## config.mk

```make
export PLATFORM = sky130hd
export DESIGN_NAME = svnet_free_space_fifo_flat
export DESIGN_NICKNAME = d
export VERILOG_FILES = /design/src/rtl/svnet_free_space_fifo_if.sv /design/src/rtl/svnet_free_space_fifo.sv /design/src/flat_wrapper.sv
export SDC_FILE = /design/constraint.sdc
export NUM_CORES = 1
export LEC_CHECK = 0
export CAP_MARGIN = 15
export CORE_MARGIN = 4
export CORE_UTILIZATION = 53
export CTS_CLUSTER_DIAMETER = 60
export DETAILED_ROUTE_END_ITERATION = 6
export PLACE_DENSITY_LB_ADDON = 0.12
export SLEW_MARGIN = 10
export SYNTH_ARGS = -nofsm -noshare
export SYNTH_HDL_FRONTEND = slang
export SYNTH_SLANG_ARGS = --single-unit
```

## constraint.sdc

```tcl
create_clock -name clk -period 2.8 [get_ports clk]
set_clock_uncertainty 0.05 [all_clocks]
set_input_delay 0.7 -clock clk [delete_from_list [all_inputs] [get_ports clk]]
set_output_delay 0.7 -clock clk [all_outputs]
set_load 0.03 [all_outputs]
```

## src/rtl/svnet_free_space_fifo_if.sv

```systemverilog
// Bundle of the credit-advertised write port and the valid/ready read port of svnet_free_space_fifo.
// The FIFO takes the slave view; whoever writes into it and drains it takes the master view.
interface svnet_free_space_fifo_if #(
  parameter int unsigned WIDTH = 8,
  parameter int unsigned DEPTH = 4
);
  logic [$clog2(DEPTH):0] free_space;
  logic                   write;
  logic [WIDTH-1:0]       write_data;
  logic                   read_valid;
  logic                   read_ready;
  logic [WIDTH-1:0]       read_data;
  logic                   overflow;

  modport master (
    output write, write_data, read_ready,
    input  free_space, read_valid, read_data, overflow
  );

  modport slave (
    input  write, write_data, read_ready,
    output free_space, read_valid, read_data, overflow
  );
endinterface

```

## src/rtl/svnet_free_space_fifo.sv

```systemverilog
// Credit-advertising FWFT FIFO: publishes its exact free entry count and accepts writes against it.
// Optional feature macro SVNET_FREE_SPACE_FIFO_OVERFLOW_EN: drop writes at full and raise sticky overflow.
module svnet_free_space_fifo #(
  parameter int unsigned WIDTH = 8,
  parameter int unsigned DEPTH = 4
) (
  input  logic                     clk,
  input  logic                     rst,
  svnet_free_space_fifo_if.slave   bus
);
  localparam int unsigned PTR_W = $clog2(DEPTH);
  localparam int unsigned CNT_W = PTR_W + 1;

  typedef logic [PTR_W-1:0] ptr_t;
  typedef logic [CNT_W-1:0] cnt_t;

  localparam cnt_t DEPTH_C = cnt_t'(DEPTH);

  logic [WIDTH-1:0] mem_q [DEPTH];

  ptr_t wr_ptr_q, wr_ptr_d;
  ptr_t rd_ptr_q, rd_ptr_d;
  cnt_t count_q, count_d;
  cnt_t free_space_q, free_space_d;
  logic read_valid_q, read_valid_d;

  logic full;
  logic wr_en;
  logic rd_en;

  // Acceptance looks only at registered state: a read at full frees its slot next cycle, not now.
  assign full  = (count_q == DEPTH_C);
  assign wr_en = bus.write && !full;
  assign rd_en = read_valid_q && bus.read_ready;

  always_comb begin
    // NOTE: every always_comb target gets a default first so no path can leave it unassigned and infer a latch.
    wr_ptr_d = wr_ptr_q;
    rd_ptr_d = rd_ptr_q;
    count_d  = count_q;

    if (wr_en) wr_ptr_d = wr_ptr_q + 1'b1;
    if (rd_en) rd_ptr_d = rd_ptr_q + 1'b1;

    unique case ({wr_en, rd_en})
      2'b10:   count_d = count_q + 1'b1;
      2'b01:   count_d = count_q - 1'b1;
      default: count_d = count_q;
    endcase

    free_space_d = DEPTH_C - count_d;
    read_valid_d = (count_d != '0);
  end

  always_ff @(posedge clk) begin
    // NOTE: sequential state uses non-blocking assignments so every flop samples pre-edge values.
    if (rst) begin
      wr_ptr_q     <= '0;
      rd_ptr_q     <= '0;
      count_q      <= '0;
      free_space_q <= DEPTH_C;
      read_valid_q <= 1'b0;
    end else begin
      wr_ptr_q     <= wr_ptr_d;
      rd_ptr_q     <= rd_ptr_d;
      count_q      <= count_d;
      free_space_q <= free_space_d;
      read_valid_q <= read_valid_d;
    end
  end

  // NOTE: the storage array is deliberately not reset; the reset pointers and count make stale words unreachable.
  always_ff @(posedge clk) begin
    if (wr_en && !rst) mem_q[wr_ptr_q] <= bus.write_data;
  end

  assign bus.free_space = free_space_q;
  assign bus.read_valid = read_valid_q;
  assign bus.read_data  = mem_q[rd_ptr_q];

`ifdef SVNET_FREE_SPACE_FIFO_OVERFLOW_EN
  logic overflow_q, overflow_d;

  // A write arriving with no credit is dropped by the wr_en gate and remembered until reset.
  assign overflow_d = overflow_q || (bus.write && full);

  always_ff @(posedge clk) begin
    if (rst) overflow_q <= 1'b0;
    else     overflow_q <= overflow_d;
  end

  assign bus.overflow = overflow_q;
`else
  assign bus.overflow = 1'b0;

  a_no_write_without_credit : assert property (
    @(posedge clk) disable iff (rst) bus.write |-> (free_space_q != '0)
  ) else $error("write issued with zero free_space");
`endif

  a_count_in_range : assert property (
    @(posedge clk) disable iff (rst) count_q <= DEPTH_C
  ) else $error("count exceeded DEPTH");

endmodule

```

## src/flat_wrapper.sv

```systemverilog
// flat-port wrapper written by rule: the top's interface ports become plain ports
module svnet_free_space_fifo_flat 
#(
  parameter int unsigned WIDTH = 8,
  parameter int unsigned DEPTH = 4
)
  (clk, rst, bus_write, bus_write_data, bus_read_ready, bus_free_space, bus_read_valid, bus_read_data, bus_overflow);
  svnet_free_space_fifo_if #(.WIDTH(WIDTH), .DEPTH(DEPTH)) bus_i ();
  input  logic clk;
  input  logic rst;
  input wire logic [$bits(bus_i.write)-1:0] bus_write;
  input wire logic [$bits(bus_i.write_data)-1:0] bus_write_data;
  input wire logic [$bits(bus_i.read_ready)-1:0] bus_read_ready;
  output wire logic [$bits(bus_i.free_space)-1:0] bus_free_space;
  output wire logic [$bits(bus_i.read_valid)-1:0] bus_read_valid;
  output wire logic [$bits(bus_i.read_data)-1:0] bus_read_data;
  output wire logic [$bits(bus_i.overflow)-1:0] bus_overflow;
  assign bus_i.write = bus_write;
  assign bus_i.write_data = bus_write_data;
  assign bus_i.read_ready = bus_read_ready;
  assign bus_free_space = bus_i.free_space;
  assign bus_read_valid = bus_i.read_valid;
  assign bus_read_data = bus_i.read_data;
  assign bus_overflow = bus_i.overflow;
  svnet_free_space_fifo #(.WIDTH(WIDTH), .DEPTH(DEPTH)) u_core (.clk(clk), .rst(rst), .bus(bus_i));
endmodule
```

; ---- Word level (Yosys, flattened, before mapping)
; Memories as Yosys holds them, arrays and structs flattened. A register that Yosys moved wholly into a read port is not among the register bits.
; Cells that the tools add are included.
[word_totals]
wordCells = 25
inputBits = 12
ramBits = 32
ff_bits = 11
output_inout_bits = 13
n_memories = 1
[op_classes]
muxes = 5
n_addsub = 5
n_reduce_logical = 6
n_eq_ne = 3
[mem_list]
columns = memory, depth, width, read_ports, rd_clocked_by_memory_dff, wr, line_no
row1 = u_core.mem_q, 4, 8, 1, 1, 1, svnet_free_space_fifo.sv:19  ; logic [WIDTH-1:0] mem_q [DEPTH];
[op_table]
columns = cell, count
row1 = one-hot mux 3 bit (2 select lines), 1
row2 = "adder 2 x 1 -> 2 bit, second input constant", 2
row3 = two-way mux 2 bit, 2
row4 = "adder 3 x 1 -> 3 bit, second input constant", 1
row5 = "equality test 3 bit, second input constant", 1
row6 = logical AND 1 bit, 3
row7 = nonzero test 3 bit, 1
row8 = "subtractor 3 x 1 -> 3 bit, second input constant", 1
row9 = "subtractor 3 bit, first input constant", 1
row10 = "equality test 2 x 1 -> 1 bit, second input constant", 1
row11 = "equality test 2 bit, second input constant", 1
row12 = zero test 1 bit, 2
row13 = two-way mux 1 bit, 2

; ---- Depth between registers and ports, before layout
[logic_depth]
ltp_word = 6
mapped_depth = 10
mapped_depth_nobuf = 10

; ---- Least setup slack after synthesis
; OpenSTA, ideal clock, no wires.
[synth_timing]
path_type = in2reg
start = input port bus_write
end = register u_core.free_space_q[2], in the netlist u_core.bus.free_space[2]
setup_time_ps = 117
path_buffers = 0
t_required_ps = 2633
stages = 9
arrival_ps = 2241
setup_slack_ps = 392
path_cell_list = o31a_1 > inv_1 > ha_1 > fa_1 > xnor2_1 > nor2_1 > xnor2_1 > ha_1 > nand2b_1
[synth_between]
elab_chain_len = 4
elab_cells_between_ends = 5
classes_between = add/sub: 1 / eq/ne: 2 / mux: 1 / reduce/logical: 1
[synth_lines]
columns = element, line_no
row1 = start: declaration, flat_wrapper.sv:11  ; input wire logic [$bits(bus_i.write)-1:0] bus_write;
row2 = logical AND 1 bit *, svnet_free_space_fifo.sv:33  ; assign wr_en = bus.write && !full;
row3 = equality test 2 x 1 -> 1 bit / equality test 2 bit (equally long branches), svnet_free_space_fifo.sv:45  ; unique case ({wr_en, rd_en})
row4 = one-hot mux 3 bit (2 select lines) *, svnet_free_space_fifo.sv:45
row5 = subtractor 3 bit *, svnet_free_space_fifo.sv:51  ; free_space_d = DEPTH_C - count_d;
row6 = end signal: assignment, svnet_free_space_fifo.sv:67  ; free_space_q <= free_space_d;
row7 = end: declaration, svnet_free_space_fifo.sv:24  ; cnt_t free_space_q, free_space_d;
; Mark *: on every way between the ends. The rest lies on a longest branch, timed or not.
; A chain may end at the register's enable or synchronous reset.

; ---- Final worst setup path
; Same ends and word-level chain as after synthesis.

==> summary.md <==
| Metric | Value |
|---|---|
| Outcome | finished, final reports clean |
| Synth unique cells | 24 |
| Final core occ | 69.7% |
| Static Leak | 0.836 nW |
| First-pass GRT wire length | 4.47 mm |
| R2R cell count | 9 |
| Core Area | 0.00310 sq mm |
| Synth area leader | edfxtp_1 |
| Multiplexer share of the synthesized area | 13.0% |
| CTS clk-pin slew, worst paths | 120 ps |
| # diodes | 0 |
| H-tree depth | 2 |
| Startpoint types | input port |
| VDD IR-drop max | 0.000719 V |
| Area Growth Syn to Fin | 23.9% |
| Via count | 923 |
| Tmin final | 2490 ps |
| Fmax | 402 MHz |
| Post-synth EDFFs | 32 |
| DR pass1 iterations | 4 |
| GPL Wtd Cong | 0.712 |
| Clock sinks | 44 |
| Cell internal pwr | 0.00121 W |
| Flop pwr share | 47.8% |
| Crit Path Category | input port to register |
| Avg Vias per Cell | 5.13 |
| Core Rows | 20 |
| Synth async-reset ratio | 0% |
| DRC violations left | 0 |
| Final hold violations | 0 |
| Worst path cell trace | clkdlybuf4s50_1 > o31a_1 > inv_1 > ha_1 > fa_1 > xnor2_1 > nor2_1 > xnor2_1 > ha_1 > nand2b_1 |
| Slowest-stage cell, CP | clkdlybuf4s50_1 |
| Total power | 0.00171 W |
| Simple-gate share of the synthesized area | 6.16% |
| Post-synth net total | 122 |
| Min-delay worst type | register to register |
| Combinational share of power | 30.4% |
| Iter 0 DRT Violations | 41 |
| R2R setup slack | 610 ps |
| Power Density | 792 mW/mm^2 |
| GRT Resource Usage Total | 14.5% |
| Synth Area in Compound Gates | 0.502% |
| Synth Area in Adders | 6.16% |
| Xor and xnor area share after synthesis | 2.51% |
| Hold path depth | 2 |
| Seq cells post-synth | 44 |
| Max Cap Violations | 0 |
| Full die area | 0.00428 sq mm |
| Ys Warns | 0 |
| Leading register cell type out of synthesis | edfxtp_1 |
| Largest family of logic cells by synthesized area | multiplexers |
| Endpoint class of the critical path | register |
| Finished Layout Cells | 180 |
| Cell Area, Placed | 0.00207 sq mm |
| Post-synthesis sequential area ratio | 68.8% |
| RSZ-0062 raised after global routing | false |
| Top cell type's share of synthesized area | 55.1% |
| Fin area | 0.00216 sq mm |
| Req. time, crit path | 2990 ps |
| Fillcell total | 240 |
| Clock Path Buffers | 2 |
| Final ANT Viol Nets | 0 |
| CP max stage delay | 460 ps |
| P_sw | 0.000500 W |
| Starting Density | 56.3% |
| CP Launch Point | bus_write |
| Horiz. Die Dim | 65.4 microns |
| Share of cells above drive strength 1 | 19.9% |
| CP arrival | 2670 ps |
| Buffers on Ports | 23 |
| Cts hold-fix bufs | 0 |
| Placed Cells | 172 |
| Vias in the first global route | 954 |
| Initial antenna violation count | 0 |
| Reg-to-reg endpoint | u_core.bus.free_space[2] |
| Mapped Area | 0.00175 sq mm |
| Global route overflow | 0 |
| Final-report setup violation count | 0 |
| DP HPWL | 1.97 mm |
| CTS Root Cell | clkbuf_4 |
| Commonest cells in the netlist | edfxtp_1 (32), dfxtp_1 (12), nor2_1 (11), mux4_2 (8), ha_1 (7) |
| Top-count cell post-synth | edfxtp_1 |
| Routed wire length per instance | 15.1 microns |
| Largest net degree at the start of global routing | 15 |
| Avg Cell Area, Syn | 17.1 sq um |
| Crit Reg-Reg Startpoint | u_core.count_q[2] |
| CTS buffer count | 5 |
| Number of max-slew violations in the final report | 0 |
| DRT Wirelength | 2.71 mm |
| Period utilisation layout | 88.8% |
| CTS tree | done |
| Worst-path maximum fanout | 2 |
| Die Y | 65.4 microns |
| IO Pins | 25 |
| Worst-Skew Late Latency | 340 ps |
| Switch share | 29.2% |
| Synth area leaders | edfxtp_1 (55%), dfxtp_1 (14%), mux4_2 (10%), ha_1 (5.0%), nor2_1 (2.4%) |
| Critical path endpoint | u_core.bus.free_space[2] |
| Cells after Synth | 102 |
| # nets final | 155 |
| Clock Power Share | 21.8% |
-- kinds of logic (layout without fill, tap and decap cells) --
logic type,Yosys count,after routing
mux,12,12
flops,44,44
simple gates,21,21
buf+inv,10,44
fa+ha+maj,8,8
xor+xnor,5,5
other cells,1,1
compound gates,1,1
-- placed cells by master (no fill, tap or decap), types with 2 or more instances in the layout --
cell,netlist,final
buf_4,2,9
clkbuf_4,0,5
clkdlybuf4s50_1,0,15
dfxtp_1,12,12
dlymetal6s2s_1,0,8
edfxtp_1,32,32
ha_1,7,7
inv_1,3,3
mux2i_1,2,2
mux4_2,8,8
nand2b_1,3,3
nor2_1,11,11
nor3b_1,4,4
xnor2_1,3,3
xor2_1,2,2
-- per-layer routing --
metal / vias up / GRT usage (%) / part of all wire, %
met3: 4 / 4.96 / 6.2
met2: 23 / 25.9 / 53
met5: - / 0 / 0
met1: 457 / 15.9 / 39
met4: 0 / 5.44 / 1.3
li1: 439 / - / -
-- area by class of cell --
type / instances / area [sq um] / area share [%]
Timing Repair Buffer: 32 / 318 / 14.7
Inverter: 4 / 15.0 / 0.694
Tap cell: 44 / 55.1 / 2.54
Clock buffer: 6 / 41.3 / 1.91
Clock inverter: 2 / 35.0 / 1.62
Sequential cell: 44 / 1200 / 55.5
Multi-Input combinational cell: 48 / 498 / 23.0
-- state kept, by name (all words and copies together), names as in the netlist, named ones only --
register,flops
u_core.mem_q,32
u_core.bus.free_space,3
u_core.count_q,2
u_core.rd_ptr_q,2
u_core.wr_ptr_q,2
u_core.bus.read_valid,1
-- worst min path at each step --
| stage | from | end | slack (ps) |
|---|---|---|---|
| floorplan | u_core.wr_ptr_q[1] | u_core.wr_ptr_q[1] | 430 |
| finish | u_core.rd_ptr_q[1] | register | 490 |
| global placement | u_core.wr_ptr_q[1] | u_core.wr_ptr_q[1] | 440 |
| detailed placement | u_core.rd_ptr_q[1] | register | 470 |
| global route | u_core.wr_ptr_q[1] | u_core.wr_ptr_q[1] | 520 |
| CTS | u_core.wr_ptr_q[1] | u_core.wr_ptr_q[1] | 500 |
-- timing repair --
item / 4_1_cts / 5_1_grt
buffers inserted: 0 / 0
gates resized for setup: 0 / 8
endpoints found under the hold margin: 0 / 0
endpoints found under the setup margin: 0 / 8
-- worst max-delay path: cells and delay by family --
family | cells | cell delay [ps]
AO/OA/AOI/OAI | 1 | 150
XOR/XNOR | 2 | 230
adder cells (fa/ha/maj) | 3 | 850
buffers and inverters | 2 | 530
AND/OR/NAND/NOR | 2 | 200
-- through the flow --
step                      TNS [ps]  worst slack (ps)  hold slack (ps)
final                            0               314              486
after global placement           0              22.5              445
after floorplan                  0               392              432
after global routing             0               217              517
after detailed placement     -44.1             -44.1              474
after CTS                        0              17.4              496
-- power by group through the flow --
stage	clock network (W)	logic (W)	registers (W)
final	0.000374	0.000521	0.000819
after global routing	0.000417	0.000568	0.000828
after CTS	0.000388	0.000535	0.000821
after detailed placement	0	0.000532	0.000834
after global placement	0	0.000524	0.000831
after floorplan	0	0.000323	0.000860
(Power assumes the default switching activity.)
==> RTL change: new RTL, same flow settings <==
Build with the macro `SVNET_FREE_SPACE_FIFO_OVERFLOW_EN` defined.
--- a/src/rtl/svnet_free_space_fifo.sv
+++ b/src/rtl/svnet_free_space_fifo.sv
@@ -1,4 +1,6 @@
 // Credit-advertising FWFT FIFO: publishes its exact free entry count and accepts writes against it.
 // Optional feature macro SVNET_FREE_SPACE_FIFO_OVERFLOW_EN: drop writes at full and raise sticky overflow.
+`define SVNET_FREE_SPACE_FIFO_OVERFLOW_EN
+
 module svnet_free_space_fifo #(
   parameter int unsigned WIDTH = 8,
Behaviour: not the same (Yosys sat finds a counterexample within 10 cycles, from zero or initial values and one cycle with rst high).
==> RTL change against the unedited design <==
  * Die area increased by 2.7%
  * Highest routed layer unchanged
  * Sequential cell count grew 1
  * Power fell by 2.6%
  * Design area grew 1.4%
  * Via count increased by 2.3%
  * Routed wire length is 7.2% higher
  * Cell count rose by 1.7%
  * Sequential share of layout area up 0.12 points
  * Synthesized area up 3.1%
  * Worst setup slack got worse by 0.054 ns
  * Core utilization is 0.11 points lower
==> RTL change: results (changes against the unedited design) <==
Routing
  – Met2 routed WL: 1.50 mm (+4.4%)
  – Metal-1 WL: 1.25 mm (+17%)
  – Initial DRC count: 29 (-29%)
  – WL met3: 90 um (-47%)
  – Top sig layer: met4
  – TritonRoute pass-1 iters: 5 (+1)
  – Avg WL per Cell: 15.9 um (+5.5%)
  – Routed WL: 2.91 mm (+7.2%)
  – Via density: 5.16 (+0.60%)

Layout
  – Invs w/o clock: 3 (-1)
  – NumNets Final: 158 (+1.9%)
  – Multi-In Gates: 50 (+4.2%)
  – Non-clock buffers: 33 (+3.1%)
  – Register Area: 1220 um2 (+1.7%)
  – Area of the multi-input gates: 539 um2 (+8.3%)
  – Fillers: 245 (+2.1%)
  – Share of layout cells above drive strength 1: 22.3% (+2.4 points)
  – Clock-cell share: 2.51% (-1.0 points)
  – Buffering overhead: 14.3% (-0.44 points)

Power
  – P_leak: 0.000817 uW (-2.2%)
  – Logic power comb: 537 uW (+3%)
  – Switching pwr: 527 uW (+5.4%)
  – Seq pwr: 840 uW (+2.6%)
  – Peak VDD IR: 0.000411 V (-43%)

Logic synthesis
  – Synthesized flop and latch total: 45 (+2.3%)
  – Syn nets: 123 (+0.82%)
  – XOR/XNOR share of the synthesized area: 2.43% (-0.075 points)
  – Post-synth cell types: 25 (+4.2%)
  – Mux cell area share after synthesis: 12.6% (-0.39 points)
  – Top cells by instance count after synthesis: edfxtp_1 (32), dfxtp_1 (13), nor2_1 (11)
  – Sequential fraction of the synthesis area: 67.9% (-0.95 points)
  – Compound-Gate Fraction of Synth Area: 0.278% (-0.22 points)
  – Area contributors post-synth: edfxtp_1 (53%), dfxtp_1 (14%), mux4_2 (10%), ha_1 (4.9%), nor2_1 (2.3%)
  – Syn_area_per_cell: 17.5 um2 (+2.1%)
  – Synth Warn #: 0 (unchanged)
  – Synth Area in Adders: 5.98% (-0.18 points)

Place
  – DP Area: 2130 um2 (+3.3%)
  – Post-Place Worst Slack: -0.0677 ns (-0.0237 ns)
  – Number of I/O port buffers: 24 (+4.3%)
  – Cells after DPL: 175 (+1.7%)
  – Placer Congestion: 0.745 (+4.6%)

Critical path
  – CP delay by family, top: buffers and inverters
  – Max stage delay on crit path: 0.53 ns (+0.07 ns)
  – Critical path's slowest cell: mux4_2
  – Crit path DAT: 1.79 ns (-0.88 ns)
  – Max Fanout on Critical Path: 8 (+6)

GRT
  – Routing usage on met3: 4.25% (-0.71 points)
  – Vias in the first global route: 1002 (+5.0%)
  – Largest net degree at the start of global routing: 16 (+1)
  – GRT Total Usage: 15.0% (+0.49 points)
  – Met1 usage: 17.8% (+1.9 points)
  – First-pass GRT wire length: 4.71 mm (+5.4%)
  – Global-route met2 utilization: 25.2% (-0.76 points)

CTS
  – H-tree Lvls: 2 (unchanged)
  – PostCTS Resize Cnt: 4 (+4)

Status
  – Outcome: completed

Floorplanning
  – Die Width: 66.3 um (+1.3%)
-- RTL change: cell types whose count changed after synthesis --
cell	delta
a21oi_1	+1
buf_1	-1
conb_1	-1
dfxtp_1	+1
inv_1	-1
nor2b_1	+1
nor2b_4	+1
nor3b_1	-2
nor3b_2	+2
nor3b_4	+1
o31a_1	-1
-- RTL change: final timing paths --
| kind | startpoint | endpoint | cells after the start | slack [ns] |
|---|---|---|---|---|
| worst max register to register | u_core.bus.free_space[0] | u_core.bus.free_space[2] | 9 | 0.60 |
| worst min-delay path | u_core.bus.overflow | u_core.bus.overflow | 2 | 0.46 |
| worst min register to register | u_core.bus.overflow | u_core.bus.overflow | 2 | 0.46 |
| worst max-delay path | flip-flop | bus_read_data[3] | 3 | 0.26 |
-- RTL change: stage by stage --
step	hold WS (ns)	total power [uW]	utilization, %
CTS	0.449	1700	69.3
floorplan	0.432	1220	-
detailed placement	0.420	1420	67.7
global route	0.481	1780	69.6
finish	0.456	1670	69.6
global placement	0.406	1390	67.7
